### src/rtl/cdb_arbiter.sv
// Common data bus arbiter: per-FU 2-deep result buffers, round-robin pick, one registered broadcast per cycle.
// Latency: a result reaches the CDB on the edge after the one that buffered it (two edges from offer to broadcast).
// Backpressure: fu_ready[i] drops only while FU i's buffer is full; tag-0 results are accepted and discarded.

module cdb_fifo2 #(
    parameter int W = 8
) (
    input  logic         clk,
    input  logic         rst_n,
    input  logic         flush,
    input  logic         push,
    input  logic [W-1:0] push_dat,
    input  logic         pop,
    output logic [1:0]   cnt,
    output logic [W-1:0] head
);
    logic [W-1:0] mem [2];
    logic         rd_ptr;
    logic         wr_ptr;
    logic [1:0]   cnt_q;

    assign cnt  = cnt_q;
    assign head = mem[rd_ptr];

    // Pointer and occupancy tracking; flush discards everything buffered.
    always_ff @(posedge clk or negedge rst_n) begin
        if (!rst_n) begin
            rd_ptr <= 1'b0;
            wr_ptr <= 1'b0;
            cnt_q  <= 2'd0;
        end else if (flush) begin
            rd_ptr <= 1'b0;
            wr_ptr <= 1'b0;
            cnt_q  <= 2'd0;
        end else begin
            if (push) wr_ptr <= ~wr_ptr;
            if (pop)  rd_ptr <= ~rd_ptr;
            case ({push, pop})
                2'b10:   cnt_q <= cnt_q + 2'd1;
                2'b01:   cnt_q <= cnt_q - 2'd1;
                default: cnt_q <= cnt_q;
            endcase
        end
    end

    // Entry storage is data only; validity lives in cnt_q, so no reset is needed.
    always_ff @(posedge clk) begin
        if (push) mem[wr_ptr] <= push_dat;
    end
endmodule

module cdb_arbiter #(
    parameter int XLEN   = 32,
    parameter int NUM_FU = 4,
    parameter int TAG_W  = 6
) (
    input  logic                           clk,
    input  logic                           rst_n,
    input  logic                           flush,
    input  logic [NUM_FU-1:0]              fu_valid,
    output logic [NUM_FU-1:0]              fu_ready,
    input  logic [NUM_FU*TAG_W-1:0]        fu_tag,
    input  logic [NUM_FU*XLEN-1:0]         fu_result,
    output logic                           cdb_valid,
    output logic [TAG_W-1:0]               cdb_tag,
    output logic [XLEN-1:0]                cdb_result,
    output logic [$clog2(2*NUM_FU+1)-1:0]  pending_cnt
);
    localparam int PTR_W = (NUM_FU > 1) ? $clog2(NUM_FU) : 1;
    localparam int CNT_W = $clog2(2*NUM_FU+1);
    localparam int ENT_W = TAG_W + XLEN;

    logic [1:0]       cnt [NUM_FU];
    logic [ENT_W-1:0] head [NUM_FU];
    logic [NUM_FU-1:0] push;
    logic [NUM_FU-1:0] pop;
    logic [NUM_FU-1:0] nonempty;
    logic [PTR_W-1:0] rr_ptr;
    logic [PTR_W-1:0] rr_nxt;
    logic [PTR_W-1:0] grant_idx;
    logic             grant_vld;
    logic [ENT_W-1:0] sel_head;
    logic [CNT_W-1:0] pend_sum;

    genvar gi;
    generate
        for (gi = 0; gi < NUM_FU; gi++) begin : g_fu
            // Ready looks only at the registered count, never at this cycle's pop.
            assign fu_ready[gi] = (cnt[gi] != 2'd2);
            assign nonempty[gi] = (cnt[gi] != 2'd0);
            // Tag 0 means "no destination": handshake completes but nothing is stored.
            assign push[gi] = fu_valid[gi] & fu_ready[gi] & ~flush
                            & (fu_tag[gi*TAG_W +: TAG_W] != '0);
            assign pop[gi]  = grant_vld & ~flush & (grant_idx == PTR_W'(gi));

            cdb_fifo2 #(.W(ENT_W)) u_fifo (
                .clk      (clk),
                .rst_n    (rst_n),
                .flush    (flush),
                .push     (push[gi]),
                .push_dat ({fu_tag[gi*TAG_W +: TAG_W], fu_result[gi*XLEN +: XLEN]}),
                .pop      (pop[gi]),
                .cnt      (cnt[gi]),
                .head     (head[gi])
            );
        end
    endgenerate

    // Round-robin search: first non-empty buffer at or above rr_ptr, wrapping.
    always_comb begin : p_grant
        logic [PTR_W:0]   sum;
        logic [PTR_W-1:0] idx;
        grant_vld = 1'b0;
        grant_idx = '0;
        sum       = '0;
        idx       = '0;
        for (int k = 0; k < NUM_FU; k++) begin
            sum = {1'b0, rr_ptr} + (PTR_W+1)'(k);
            if (sum >= (PTR_W+1)'(NUM_FU)) sum = sum - (PTR_W+1)'(NUM_FU);
            idx = sum[PTR_W-1:0];
            if (!grant_vld && nonempty[idx]) begin
                grant_vld = 1'b1;
                grant_idx = idx;
            end
        end
    end

    assign sel_head = head[grant_idx];
    assign rr_nxt   = (grant_idx == PTR_W'(NUM_FU-1)) ? '0 : grant_idx + PTR_W'(1);

    // Broadcast register and priority pointer; flush wins over any grant.
    always_ff @(posedge clk or negedge rst_n) begin
        if (!rst_n) begin
            cdb_valid  <= 1'b0;
            cdb_tag    <= '0;
            cdb_result <= '0;
            rr_ptr     <= '0;
        end else if (flush) begin
            cdb_valid  <= 1'b0;
            rr_ptr     <= '0;
        end else if (grant_vld) begin
            cdb_valid             <= 1'b1;
            {cdb_tag, cdb_result} <= sel_head;
            rr_ptr                <= rr_nxt;
        end else begin
            cdb_valid  <= 1'b0;
        end
    end

    // Total occupancy across every FU buffer.
    always_comb begin
        pend_sum = '0;
        for (int k = 0; k < NUM_FU; k++) pend_sum = pend_sum + CNT_W'(cnt[k]);
    end

    assign pending_cnt = pend_sum;
endmodule

### config.mk
export PLATFORM = sky130hd
export DESIGN_NAME = cdb_arbiter
export DESIGN_NICKNAME = d
export VERILOG_FILES = /design/src/rtl/cdb_arbiter.sv
export SDC_FILE = /design/constraint.sdc
export NUM_CORES = 1
export LEC_CHECK = 0
export ABC_AREA = 1
export CAP_MARGIN = 20
export CORE_ASPECT_RATIO = 1.5
export CORE_MARGIN = 2
export CORE_UTILIZATION = 55
export DETAILED_ROUTE_END_ITERATION = 10
export PLACE_DENSITY = 0.85
export SKIP_CTS_REPAIR_TIMING = 1
export SLEW_MARGIN = 30
export SYNTH_ARGS = -nofsm -noshare
export SYNTH_HDL_FRONTEND = slang
export SYNTH_SLANG_ARGS = --single-unit
### constraint.sdc
create_clock -name clk -period 5.2 [get_ports clk]
set_input_delay 1.04 -clock clk [delete_from_list [all_inputs] [get_ports clk]]
set_output_delay 1.04 -clock clk [all_outputs]
set_load 0.01 [all_outputs]
==> results.yml, run 1 <==
status:
  outcome: "finished, final reports clean"
worst_hold_path:
  min_path_type: "flop to flop"
pwr:
  p_leak_nw: 7.10
  ir_drop_mv: 0.518
  powerDensity_nw_per_um2: 594
timing:
  clock_skew_ns: 0.0257
  hold_viol: 0
  finalWorstSetupSlack_ns: 0.979
  finalSetupViolations: 0
  fin_crit_ns: 4.22
  layout_worst_path_cycle_share: 0.812
  rsz0062_at_grt: "no"
  finalSetupTns_ns: 0
  max_freq_ghz: 0.237
  worstMarginPinSlew_ns: 0.876
  relSlewSlack: 0.416
  slew_violations: 0
synthesis:
  ys_types: 34
  synthFlopType: "edfxtp_1"
  syn_nets: 1365
  synthArstFlopShare: 0.158
  synth_edf_count: 304
  synth_top_cell_by_area: "edfxtp_1"
  synthTopCellsByCount: "nand2_1, edfxtp_1, mux2i_1"
  netlist_instances: 1199
  synth_top_area_share: 0.613
  yosysMostFrequentCell: "nand2_1"
  synth_seq_cells: 361
  synthesis.area_um2: 14900
  syn_avg_cell_area_um2: 12.4
  yosysSeqAreaShare: 0.708
  yosysWarnings: 0
  synth_area_leaders: "edfxtp_1, nand2_1, dfrtp_1, mux2i_1, nand3_1"
critical_path:
  crit_required_ns: 4.16
  cp_top_family: "adder cells"
  crit_buf_inv: 1
  endpoint_kind: "output pin"
  start_kind: "flop"
  slowest_stage: "fa_1"
  rrSetupSlack_ns: 1.98
  crit_path_frequent_cell: "fa_1"
  path_cells: "fa_1 -> fa_1 -> ha_1 -> fa_1 -> clkdlybuf4s50_1"
  worstPathMaxFanout: 5
  cp_data_arrival_time_ns: 3.18
  critical-path-max-stage-delay_ns: 0.58
  crit_type: "flop to output pin"
global_route:
  antenna_found_initial: 0
  grt_overflow: 0
  grt_pass1_wl_mm: 52.7
  grt_max_degree: 77
  track_usage: 0.241
  grt_pass1_vias: 9803
clock_tree:
  cts_sinks: 361
  root_buffer: "clkbuf_16"
  cts_tree: "yes"
  insertion_delay_ns: 0.51
  cts.clk_slew.worst_paths_ns: 0.06
  htreeDepth: 2
  cts_buffers: 34
  clk_path_buf_depth: 3
placement:
  pre_cts_slack_ns: 1.47
  hpwl_mm: 24.2
  dp_cells: 1707
  dpl_cell_area_um2: 17400
  io_buffers: 205
  routabilityCongestion: 0.887
layout:
  fin_nets: 1572
  drive_above_1_share: 0.0692
  antenna_cells: 0
  layout.cells.non_filler: 1767
  nFillCells: 1762
  area_growth_pct: 24.9
  final_area_um2: 18600
floorplan:
  pin_count: 206
  die-area_um2: 28500
  die_y_um: 206
  floorplan.rows: 73
  core_um2: 26600
  die_w_um: 138
  start_util: 0.561
route:
  post-route-drc-count: 0
  drtIter0Drc: 835
  drtAntennaViolNets: 0
  vias: 9798
  routed_wl_mm: 34.5
  routed_via_density: 5.54
  firstDrtPassIters: 5
  wl_per_cell_um: 19.5
flow_run:
  maxCapViolations: 0
## state kept, by name (all words and copies together), names as in the netlist
| name | count |
|---|---|
| g_fu.u_fifo.mem | 304 |
| cdb_result | 32 |
| g_fu.u_fifo.cnt | 8 |
| cdb_tag | 6 |
| g_fu.u_fifo.rd_ptr | 4 |
| g_fu.u_fifo.wr_ptr | 4 |
| rr_ptr | 2 |
| cdb_valid | 1 |
## worst paths after layout
path | cells after the start | endpoint | startpoint
max in group asynchronous | 2 | g_fu[3].u_fifo.rd_ptr$_DFFE_PN0P_ | rst_n
setup / recovery | 5 | pending_cnt[2] | g_fu[2].u_fifo.cnt[1]$_DFFE_PN0P_
hold reg to reg | 2 | cdb_result[4]$_DFFE_PN0P_ | cdb_result[4]$_DFFE_PN0P_
min in group asynchronous | 2 | cdb_result[14]$_DFFE_PN0P_ | rst_n
hold / removal | 2 | cdb_result[4]$_DFFE_PN0P_ | cdb_result[4]$_DFFE_PN0P_
setup reg to reg | 15 | cdb_result[6]$_DFFE_PN0P_ | g_fu[1].u_fifo.cnt[1]$_DFFE_PN0P_
## where the power goes
| group | leakage (nW) | switching (W) | total, W | internal, W |
|---|---|---|---|---|
| registers | 3.50 | 0.000288 | 0.00386 | 0.00357 |
| clock network | 0.578 | 0.00100 | 0.00259 | 0.00159 |
| logic | 3.02 | 0.00301 | 0.00462 | 0.00160 |
| total | 7.10 | 0.00431 | 0.0111 | 0.00676 |
## worst reg2reg max path, delay by kind of cell, from the launching register on
| family | cells | cell delay, ns |
|---|---|---|
| flops | 1 | 0.44 |
| buf+inv | 2 | 0.39 |
| simple gates | 13 | 2.34 |
## per-stage QoR
step | power (W) | hold slack [ns] | util
finish | 0.0111 | 0.476 | 0.701
global route | 0.0118 | 0.517 | 0.701
CTS | 0.0111 | 0.483 | 0.701
detailed placement | 0.00847 | 0.465 | 0.656
global placement | 0.00825 | 0.463 | 0.648
floorplan | 0.00698 | 0.482 | -
## cell usage in the layout, fill, tap and decap left out, types with 2 or more instances in the layout
| master | synthesis | layout |
|---|---|---|
| buf_4 | 2 | 7 |
| or2_2 | 2 | 2 |
| dfrtp_4 | 0 | 2 |
| nand3_1 | 63 | 63 |
| nand2_4 | 3 | 3 |
| o22ai_1 | 2 | 2 |
| mux2i_1 | 118 | 118 |
| nor2_1 | 61 | 53 |
| nand3_2 | 2 | 2 |
| dfrtp_1 | 57 | 54 |
| clkbuf_8 | 0 | 3 |
| inv_2 | 2 | 2 |
| o21bai_1 | 3 | 3 |
| bufinv_16 | 0 | 5 |
| nand2_1 | 442 | 442 |
| xor2_1 | 3 | 3 |
| nor4_1 | 3 | 3 |
| nand2_2 | 7 | 7 |
| o21ai_0 | 13 | 13 |
| clkinv_1 | 3 | 5 |
| o21ai_1 | 14 | 14 |
| edfxtp_1 | 304 | 304 |
| clkbuf_1 | 25 | 9 |
| nand4_1 | 8 | 8 |
| fa_1 | 4 | 4 |
| ha_1 | 3 | 3 |
| nor2_4 | 3 | 12 |
| a21oi_1 | 5 | 5 |
| buf_16 | 0 | 8 |
| clkbuf_16 | 0 | 37 |
| clkinv_2 | 0 | 3 |
| inv_1 | 20 | 20 |
| clkdlybuf4s50_1 | 0 | 204 |
## layout make-up
cell class,instances,area [µm²],share of cell area
tap,337,422,0.0226
clock inverter,11,181,0.00974
clock buffer,49,1000,0.0538
multi-input combinational,763,4030,0.217
sequential,361,10600,0.567
timing repair buffer,220,2320,0.125
inverter,26,100,0.00538
## layer usage
layer	GRT usage	share of wire
met1	0.301	0.38
met2	0.429	0.51
met3	0.0358	0.063
met4	0.0886	0.039
met5	0	0
## logic make-up (layout without fill, tap and decap cells)
logic type | count (synthesis) | count (layout) | share of synthesized area
compound gates | 38 | 38 | 0.0137
xor+xnor | 4 | 4 | 0.00235
fa+ha+maj | 7 | 7 | 0.00789
buf+inv | 75 | 306 | 0.0255
flops | 361 | 361 | 0.708
mux | 118 | 118 | 0.0793
simple gates | 596 | 596 | 0.163
(Power assumes the default switching activity.)
==> run 2: changes to the inputs <==
--- a/config.mk
+++ b/config.mk
@@ -9,9 +9,9 @@
 export CAP_MARGIN = 20
 export CORE_ASPECT_RATIO = 1.5
 export CORE_MARGIN = 2
-export CORE_UTILIZATION = 55
+export CORE_UTILIZATION = 49
 export DETAILED_ROUTE_END_ITERATION = 10
-export PLACE_DENSITY = 0.85
+export PLACE_DENSITY = 0.8
 export SKIP_CTS_REPAIR_TIMING = 1
 export SLEW_MARGIN = 30
 export SYNTH_ARGS = -nofsm -noshare
==> constraint.sdc (replaced) <==
create_clock -name clk -period 3.5 [get_ports clk]
set_input_delay 0.7 -clock clk [delete_from_list [all_inputs] [get_ports clk]]
set_output_delay 0.7 -clock clk [all_outputs]
set_load 0.01 [all_outputs]
==> run 2 against run 1 <==
Effect of this change: the flow now finishes with violations (negative setup slack); final area grew 0.16%; hold slack lost 0.19 ns; register-to-register slack lost 1.1 ns.
==> results.yml, run 2 (same netlist as run 1, synthesis figures left out) <==
status:
  outcome: "complete, but fails checks"
  failed_checks: "negative setup slack"
layout:
  antenna_cells: 0
  layout.cells.non_filler: 1843
  top_register: "g_fu.u_fifo.mem"
  largest_reg_flops: 304
  multiInputGateArea_um2: 4030
  final_area_um2: 18600
  final_common_cell: "nand2_1"
  seqCellArea_um2: 10600
  area_growth_pct: 25.1
  layout_common_cells: "nand2_1, edfxtp_1, clkdlybuf4s50_1"
  nFillCells: 2335
  drive_above_1_share: 0.0804
  fin_nets: 1583
  fin_util: 0.620
critical_path:
  endpoint_kind: "output pin"
  worstReg2RegStart: "g_fu[2].u_fifo.cnt[1]$_DFFE_PN0P_"
  worstPathMaxFanout: 4
  path_cells: "fa_1 -> fa_1 -> ha_2 -> fa_1 -> buf_2"
  reg2reg_depth: 16
  start_kind: "flop"
  cp_data_arrival_time_ns: 2.82
  rrSetupSlack_ns: 0.89
  crit_required_ns: 2.80
  crit_type: "flop to output pin"
  slowest_stage: "fa_1"
  cp_top_family: "adder cells"
  r2r_end: "cdb_result[27]$_DFFE_PN0P_"
  critical-path-max-stage-delay_ns: 0.58
  crit_buf_inv: 1
  crit_path_frequent_cell: "fa_1"
clock_tree:
  cts_sinks: 361
  root_buffer: "clkbuf_16"
  insertion_delay_ns: 0.53
  htreeDepth: 2
  cts.clk_slew.worst_paths_ns: 0.07
  clk_path_buf_depth: 3
  cts_tree: "yes"
  cts_buffers: 34
placement:
  hpwl_mm: 24.7
  dpl_cell_area_um2: 17500
  dp_cells: 1780
  routabilityCongestion: 0.894
  io_buffers: 205
floorplan:
  floorplan.rows: 78
  pin_count: 206
  die_y_um: 218
  start_util: 0.496
  core_um2: 30100
  die_w_um: 146
  die-area_um2: 31900
global_route:
  grt_max_degree: 41
  grt_overflow: 0
  track_usage: 0.223
  grt_pass1_wl_mm: 54.6
  grt_pass1_vias: 9957
  antenna_found_initial: 0
route:
  firstDrtPassIters: 5
  vias: 9733
  routed_via_density: 5.28
  routed_wl_mm: 35.3
  drtIter0Drc: 621
  post-route-drc-count: 0
  wl_per_cell_um: 19.1
  drtAntennaViolNets: 0
pwr:
  ir_drop_mv: 0.700
  p_leak_nw: 7.11
  powerDensity_nw_per_um2: 874
timing:
  rsz0062_at_grt: "yes"
  holdWs_ns: 0.289
  worstMarginPinSlew_ns: 0.979
  fin_crit_ns: 3.52
  finalWorstSetupSlack_ns: -0.0171
  finalSetupTns_ns: -0.0171
  hold_viol: 0
  relSlewSlack: 0.347
  slew_violations: 0
  max_freq_ghz: 0.284
  clock_skew_ns: 0.0208
  finalSetupViolations: 1
  layout_worst_path_cycle_share: 1.00
worst_hold_path:
  min_path_type: "input pin to asynchronous set/reset pin"
flow_run:
  maxCapViolations: 0
[run 2: cell types whose count changed in the layout (fill, tap and decap cells not counted), sizes merged]
cell | previous run | this run
dlymetal6s2s | 0 | 1
bufinv | 5 | 2
clkdlybuf4s50 | 204 | 201
clkinvlp | 0 | 1
buf | 16 | 28
inv | 23 | 25
clkinv | 9 | 12
[run 2: metrics by stage]
stage,total power [W],setup slack (ns)
final,0.0163,-0.0171
after global routing,0.0174,-0.0625
after CTS,0.0164,-0.479
after detailed placement,0.0126,0.0908
after global placement,0.0125,0.138
after floorplan,0.0104,0.384
[run 2: layout make-up]
class	count	share of cell area
Timing Repair Buffer	231	0.124
Multi-Input combinational cell	763	0.216
Clock inverter	14	0.00678
Sequential cell	361	0.566
Inverter	26	0.00537
Tap cell	400	0.0268
Clock buffer	48	0.0546
[run 2: worst max-delay path by stage]
stage                                                 start                                 end  slack, ns  depth (start not counted)
after CTS                 g_fu[1].u_fifo.cnt[1]$_DFFE_PN0P_                      pending_cnt[2]      -0.48                          5
final                     g_fu[1].u_fifo.cnt[1]$_DFFE_PN0P_                      pending_cnt[2]      -0.02                          5
after global placement    g_fu[1].u_fifo.cnt[1]$_DFFE_PN0P_                      pending_cnt[2]       0.14                          5
after floorplan                                       flush  g_fu[3].u_fifo.mem[0][0]$_DFFE_PP_       0.38                          3
after detailed placement  g_fu[1].u_fifo.cnt[1]$_DFFE_PN0P_                      pending_cnt[2]       0.09                          5
after global routing      g_fu[1].u_fifo.cnt[1]$_DFFE_PN0P_                      pending_cnt[2]      -0.06                          5
[run 2: layer usage]
| metal | GRT usage | up-vias | wire (µm) |
|---|---|---|---|
| met5 | 0 | - | 0 |
| met3 | 0.0328 | 78 | 2040 |
| met4 | 0.0906 | 0 | 1390 |
| met2 | 0.385 | 363 | 17800 |
| met1 | 0.285 | 4711 | 14100 |
| li1 | - | 4581 | - |
[run 2: where the power goes]
group	internal, W	switching, W
Combinational	0.00236	0.00448
Clock	0.00219	0.00153
Sequential	0.00530	0.000438
[run 2: worst reg2reg max path, stage by stage, from the launching register on]
cell and delay, ns:
dfrtp_1 0.40, buf_4 0.16, nor2_1 0.18, nand2_1 0.10, nand2_1 0.13, nand2_1 0.08
nand2_2 0.10, nand2_1 0.06, nand2_1 0.09, nand2_4 0.08, nor2_4 0.15, buf_4 0.42
nand2_1 0.14, nand3_1 0.22, nand2_1 0.09, nand2_1 0.06, nand2_1 0.05
